==> config.mk <==
export PLATFORM = sky130hd
export DESIGN_NAME = kamus_mem_lsu
export DESIGN_NICKNAME = d
export VERILOG_FILES = /design/src/rtl/kamus_mem_lsu.sv
export SDC_FILE = /design/constraint.sdc
export NUM_CORES = 1
export LEC_CHECK = 0
export ABC_AREA = 1
export BUFFER_PORTS_ARGS = -buffer_cell sky130_fd_sc_hd__clkbuf_2
export CORE_MARGIN = 1
export CORE_UTILIZATION = 40
export DETAILED_ROUTE_END_ITERATION = 10
export GPL_ROUTABILITY_DRIVEN = 0
export GPL_TIMING_DRIVEN = 0
export PLACE_DENSITY = 0.73
export SYNTH_ARGS = -nofsm -noshare
export SYNTH_HDL_FRONTEND = slang
export SYNTH_SLANG_ARGS = --single-unit
==> constraint.sdc <==
create_clock -name clk_i -period 3.1 [get_ports clk_i]
set_clock_uncertainty 0.05 [all_clocks]
set_input_delay 0.155 -clock clk_i [delete_from_list [all_inputs] [get_ports clk_i]]
set_output_delay 0.155 -clock clk_i [all_outputs]
set_load 0.03 [all_outputs]
==> src/rtl/kamus_mem_lsu.sv <==
// MEM-stage load/store unit: issues L1D requests from EX/MEM, stalls the pipe
// while a request is outstanding, aligns load data and fills the MEM/WB register.
module kamus_mem_lsu #(
  parameter int XLEN    = 32,
  parameter int RF_AW   = 5,
  parameter int WBSEL_W = 2
) (
  input  logic                 clk_i,
  input  logic                 rst_ni,
  input  logic                 valid_exmem_i,
  input  logic                 ld_exmem_i,
  input  logic                 st_exmem_i,
  input  logic [2:0]           funct3_exmem_i,
  input  logic [XLEN-1:0]      alu_rslt_exmem_i,
  input  logic [XLEN-1:0]      rs2_exmem_i,
  input  logic                 regfile_wr_en_exmem_i,
  input  logic [WBSEL_W-1:0]   wb_mux_sel_exmem_i,
  input  logic [RF_AW-1:0]     rd_addr_exmem_i,
  output logic                 stall_o,
  output logic                 valid_memwb_o,
  output logic                 regfile_wr_en_memwb_o,
  output logic                 misalign_memwb_o,
  output logic [XLEN-1:0]      alu_memwb_o,
  output logic [XLEN-1:0]      l1d_rd_data_memwb_o,
  output logic [WBSEL_W-1:0]   wb_mux_sel_memwb_o,
  output logic [RF_AW-1:0]     rd_addr_memwb_o,
  output logic                 l1d_req_o,
  output logic                 l1d_we_o,
  output logic [XLEN/8-1:0]    l1d_be_o,
  output logic [XLEN-1:0]      l1d_addr_o,
  output logic [XLEN-1:0]      l1d_wr_data_o,
  input  logic                 l1d_gnt_i,
  input  logic                 l1d_rvalid_i,
  input  logic [XLEN-1:0]      l1d_rd_data_i
);

  localparam int NB   = XLEN / 8;
  localparam int OFFW = $clog2(NB);

  typedef enum logic [1:0] {IDLE, WAIT_GNT, WAIT_RVALID} state_t;

  state_t            r_state, w_next;
  logic [OFFW-1:0]   r_off;
  logic [2:0]        r_f3;

  logic              w_is_mem, w_bad_f3, w_unal, w_misalign, w_memop;
  logic              w_issue, w_done, w_ld_done, w_stall;
  logic [1:0]        w_size;
  logic [OFFW-1:0]   w_off;
  logic [NB-1:0]     w_mask;
  logic [XLEN-1:0]   w_wd, w_shift, w_ld_data;

  assign w_size   = funct3_exmem_i[1:0];
  assign w_off    = alu_rslt_exmem_i[OFFW-1:0];
  assign w_is_mem = valid_exmem_i & (ld_exmem_i | st_exmem_i);

  // Doubleword/wu codes have no meaning on a 32-bit datapath, so they fault like a misalignment.
  assign w_bad_f3 = (funct3_exmem_i == 3'b111) |
                    ((XLEN == 32) & ((funct3_exmem_i == 3'b011) | (funct3_exmem_i == 3'b110)));

  always_comb begin
    w_unal = 1'b0;
    case (w_size)
      2'd1:    w_unal = alu_rslt_exmem_i[0];
      2'd2:    w_unal = |alu_rslt_exmem_i[1:0];
      2'd3:    w_unal = |alu_rslt_exmem_i[2:0];
      default: w_unal = 1'b0;
    endcase
  end

  assign w_misalign = w_is_mem & (w_bad_f3 | w_unal);
  assign w_memop    = w_is_mem & ~w_misalign;
  assign w_issue    = (r_state != WAIT_RVALID);
  assign w_ld_done  = (r_state == WAIT_RVALID) & l1d_rvalid_i;
  assign w_done     = w_memop & ((w_issue & l1d_gnt_i & st_exmem_i) | w_ld_done);

  // State register
  always_ff @(posedge clk_i or negedge rst_ni) begin
    if (!rst_ni) r_state <= IDLE;
    else         r_state <= w_next;
  end

  // Next-state logic
  always_comb begin
    w_next = r_state;
    case (r_state)
      IDLE, WAIT_GNT: begin
        if (!w_memop)        w_next = IDLE;
        else if (l1d_gnt_i)  w_next = st_exmem_i ? IDLE : WAIT_RVALID;
        else                 w_next = WAIT_GNT;
      end
      WAIT_RVALID: if (l1d_rvalid_i) w_next = IDLE;
      default:     w_next = IDLE;
    endcase
  end

  // Output logic; request fields derive from held EX/MEM inputs, so they stay stable until grant
  always_comb begin
    w_mask = '1;
    case (w_size)
      2'd0:    w_mask = NB'(1);
      2'd1:    w_mask = NB'(3);
      2'd2:    w_mask = NB'(15);
      default: w_mask = '1;
    endcase
    w_wd = '0;
    for (int i = 0; i < NB; i++) begin
      case (w_size)
        2'd0:    w_wd[i*8 +: 8] = rs2_exmem_i[7:0];
        2'd1:    w_wd[i*8 +: 8] = rs2_exmem_i[(i%2)*8 +: 8];
        2'd2:    w_wd[i*8 +: 8] = rs2_exmem_i[(i%4)*8 +: 8];
        default: w_wd[i*8 +: 8] = rs2_exmem_i[i*8 +: 8];
      endcase
    end
    w_stall       = rst_ni & w_memop & ~w_done;
    stall_o       = w_stall;
    l1d_req_o     = rst_ni & w_memop & w_issue;
    l1d_we_o      = st_exmem_i;
    l1d_be_o      = st_exmem_i ? (w_mask << w_off) : '1;
    l1d_addr_o    = {alu_rslt_exmem_i[XLEN-1:OFFW], {OFFW{1'b0}}};
    l1d_wr_data_o = w_wd;
  end

  // Lane offset and size are latched at grant for the response that follows
  always_ff @(posedge clk_i or negedge rst_ni) begin
    if (!rst_ni) begin
      r_off <= '0;
      r_f3  <= '0;
    end else if (w_memop & w_issue & l1d_gnt_i) begin
      r_off <= w_off;
      r_f3  <= funct3_exmem_i;
    end
  end

  assign w_shift = l1d_rd_data_i >> {r_off, 3'b000};

  always_comb begin
    w_ld_data = w_shift;
    case (r_f3)
      3'b000:  w_ld_data = XLEN'($signed(w_shift[7:0]));
      3'b001:  w_ld_data = XLEN'($signed(w_shift[15:0]));
      3'b010:  w_ld_data = XLEN'($signed(w_shift[31:0]));
      3'b100:  w_ld_data = XLEN'(w_shift[7:0]);
      3'b101:  w_ld_data = XLEN'(w_shift[15:0]);
      3'b110:  w_ld_data = XLEN'(w_shift[31:0]);
      default: w_ld_data = w_shift;
    endcase
  end

  always_ff @(posedge clk_i or negedge rst_ni) begin
    if (!rst_ni) begin
      valid_memwb_o         <= 1'b0;
      regfile_wr_en_memwb_o <= 1'b0;
      misalign_memwb_o      <= 1'b0;
      alu_memwb_o           <= '0;
      l1d_rd_data_memwb_o   <= '0;
      wb_mux_sel_memwb_o    <= '0;
      rd_addr_memwb_o       <= '0;
    end else if (w_stall) begin
      valid_memwb_o         <= 1'b0;
      regfile_wr_en_memwb_o <= 1'b0;
      misalign_memwb_o      <= 1'b0;
    end else begin
      valid_memwb_o         <= valid_exmem_i;
      regfile_wr_en_memwb_o <= regfile_wr_en_exmem_i & ~w_misalign;
      misalign_memwb_o      <= w_misalign;
      alu_memwb_o           <= alu_rslt_exmem_i;
      wb_mux_sel_memwb_o    <= wb_mux_sel_exmem_i;
      rd_addr_memwb_o       <= rd_addr_exmem_i;
      if (w_ld_done) l1d_rd_data_memwb_o <= w_ld_data;
    end
  end

endmodule
==> flow_metrics.py <==
metrics = {
    "status": {
        "run_status": "finished with violations",
        "violations": "DRC",
    },
    "critical_path": {
        "crit_buf_inv": 5,
        "critPathKind": "input port to output port",
        "crit_path_cell_trace": "dlygate4sd3_1, clkbuf_4, buf_16, nand3_4, nor2_8, buf_8, clkbuf_2",
        "reg2reg_slack_ps": 1550,
        "cp_data_required_time_ps": 2890,
        "cp-start-kind": "input port",
        "crit_slowest_cell": "dlygate4sd3_1",
        "critPathMaxStageDelay_ps": 530,
        "path_max_fanout": 56,
        "path_delay_family": "buffers and inverters",
        "end_kind": "output port",
        "worstPathArrival_ps": 2190,
    },
    "global_route": {
        "grt_use_met2": 0.4288,
        "overflow": 0,
        "antenna_found_initial": 0,
        "grt_pass1_wl_um": 24160,
        "use_met1": 0.2949,
        "grtUsageMet3": 0.05280,
        "groute.usage.overall": 0.2420,
        "grt_pass1_vias": 4969,
        "grt_busiest_layer": "met2",
        "grt_max_degree": 57,
    },
    "pwr": {
        "leakagePower_nw": 3.915,
        "irDropWorstVdd_v": 0.0002975,
        "power_w": 0.004451,
        "powerDensity_nw_per_um2": 658.2,
    },
    "timing": {
        "finalMaxSlewViolations": 0,
        "period_share": 0.7736,
        "setup_viol": 0,
        "tns_ps": 0,
        "hold_ws_ps": 0.7388,
        "setup_ws_ps": 701.9,
        "min_period_ps": 2398,
        "max_freq_ghz": 0.4170,
        "slew_headroom": 0.5604,
        "rsz0062_at_grt": "false",
        "tightest_slew_ps": 656.9,
        "hold_viol": 0,
    },
    "synth": {
        "synth_area_leaders": "dfrtp_1 (42%), nand2_1 (21%), buf_4 (6.7%), nand3_1 (6.7%), o21ai_0 (4.2%)",
        "yosysWarnings": 0,
        "dominantRegCellSynth": "dfrtp_1",
        "ys_types": 31,
        "syn_inst": 663,
        "synth.top_cell.area_share": 0.4231,
        "syn_avg_cell_area_um2": 7.226,
        "synth_area_um2": 4791,
        "ys_async_sr_fraction": 1.000,
        "seq_area_frac_synth": 0.4231,
        "synth_edf_count": 0,
        "synth.most_common_cell": "nand2_1",
        "synth_common_cells": "nand2_1 (268), dfrtp_1 (81), nand3_1 (64)",
        "ys_ff_latch": 81,
        "yosysTopAreaCell": "dfrtp_1",
    },
    "finish": {
        "layout-drive-gt1-share": 0.4025,
        "fin_cells": 1097,
        "syn_to_final_growth_pct": 41.13,
        "fin_nets": 1063,
        "fillers": 1087,
        "antenna_cells": 0,
    },
    "flow_run": {
        "maxCapViolations": 0,
    },
    "placement": {
        "placed_cells_incl_taps": 1064,
        "place_ws_ps": 1207,
        "detailed_place_hpwl_um": 11470,
        "io_buffers": 256,
    },
    "clock_tree": {
        "htree_levels": 3,
        "cts_setup_buffers": 0,
        "cts_root_buf": "clkbuf_16",
        "cts.clk_slew.worst_paths_ps": 70,
        "clkSinkCount": 81,
        "insertion_delay_ps": 330,
        "cts_tree": "yes",
        "cts_inserted_buffers": 9,
        "clk_path_buf_depth": 2,
    },
    "floorplan": {
        "coreArea_um2": 11560,
        "start_util": 0.4143,
        "die_height_um": 111.4,
        "die_x_um": 111.4,
        "pin_count": 259,
        "rows": 39,
        "die_area_um2": 12420,
    },
    "drt": {
        "postRouteAntennaNets": 0,
        "firstDrtPassIters": 7,
        "drt_iter0_drc": 472,
        "routed-via-count": 5239,
        "totalWireLength_um": 15040,
        "route.detailed.drc": 10,
        "via_per_inst": 4.776,
        "wl_per_cell_um": 13.71,
    },
    "hold_path": {
        "min_path_type": "input port to flop",
    },
}
## worst min-delay path, stage by stage
cell and delay (ps):
clkbuf_2 90, o21ai_0 70, nand2_1 50
## per-layer routing
layer,wire [um],share of wire,vias up
met5,0,0,-
met4,257,0.017,0
met3,1161,0.077,26
met2,7447,0.50,248
met1,6172,0.41,2351
li1,-,-,2614
## sequential cells by signal, summed over array words and instances, names as in the netlist
register               flops
alu_memwb_o               32
l1d_rd_data_memwb_o       32
rd_addr_memwb_o            5
r_f3                       3
r_off                      2
r_state                    2
wb_mux_sel_memwb_o         2
misalign_memwb_o           1
regfile_wr_en_memwb_o      1
valid_memwb_o              1
## cells by family after synthesis
family,after synthesis,synth area share
other,1,0.0007827
AOI/OAI and AO/OA,60,0.06712
DFF,81,0.4231
buffers and inverters,113,0.1389
and+or+nand+nor,408,0.3701
## final timing paths
path                                             start                 endpoint  cells after the start
worst max-delay path                            rst_ni                  stall_o                      7
worst min-delay path              alu_rslt_exmem_i[22]          alu_memwb_o[22]                      3
worst max register to register                r_off[1]  l1d_rd_data_memwb_o[10]                      7
worst min register to register  l1d_rd_data_memwb_o[4]   l1d_rd_data_memwb_o[4]                      2
max in group asynchronous                       rst_ni                  r_f3[0]                      3
min in group asynchronous                       rst_ni  l1d_rd_data_memwb_o[13]                      2
## repair_timing
item | in CTS | in global routing
hold buffers | 17 | 0
resized for setup | 0 | 0
setup endpoints to repair | 0 | 0
hold endpoints to repair | 42 | 0
## power by group
part	internal [W]	total, W	switching (W)	leakage, nW
logic	0.000617	0.00189	0.00127	2.80
clock network	0.000641	0.00112	0.000480	0.153
registers	0.00130	0.00144	0.000140	0.959
## through the flow
step | utilization | instance area (um^2)
after global routing | 0.5847 | 6761
after floorplan | - | 4795
final | 0.5847 | 6761
after global placement | 0.5408 | 6255
after CTS | 0.5847 | 6761
after detailed placement | 0.5434 | 6285
## final cells by class
| cell class | count | area, um^2 | area share |
|---|---|---|---|
| multi-input cells | 470 | 2102 | 0.3109 |
| flip-flops and latches | 81 | 2027 | 0.2998 |
| repair buffers | 274 | 1481 | 0.2191 |
| plain buffers | 73 | 515.5 | 0.07624 |
| clock buffers | 9 | 225.2 | 0.03331 |
| well taps | 143 | 178.9 | 0.02646 |
| inverters | 40 | 150.1 | 0.02221 |
| clock inverters | 7 | 81.33 | 0.01203 |
## cells in the final DEF (no fill, tap or decap), drive strengths merged, types with 7 or more instances in the layout
cell type      n
nand3         67
a21oi          8
inv           44
dlygate4sd3   17
clkbuf       278
buf           61
o21ai         45
nand2        279
nor2          36
or2           24
dfrtp         81
o211ai         7
Power figures use the tool's default switching activity.
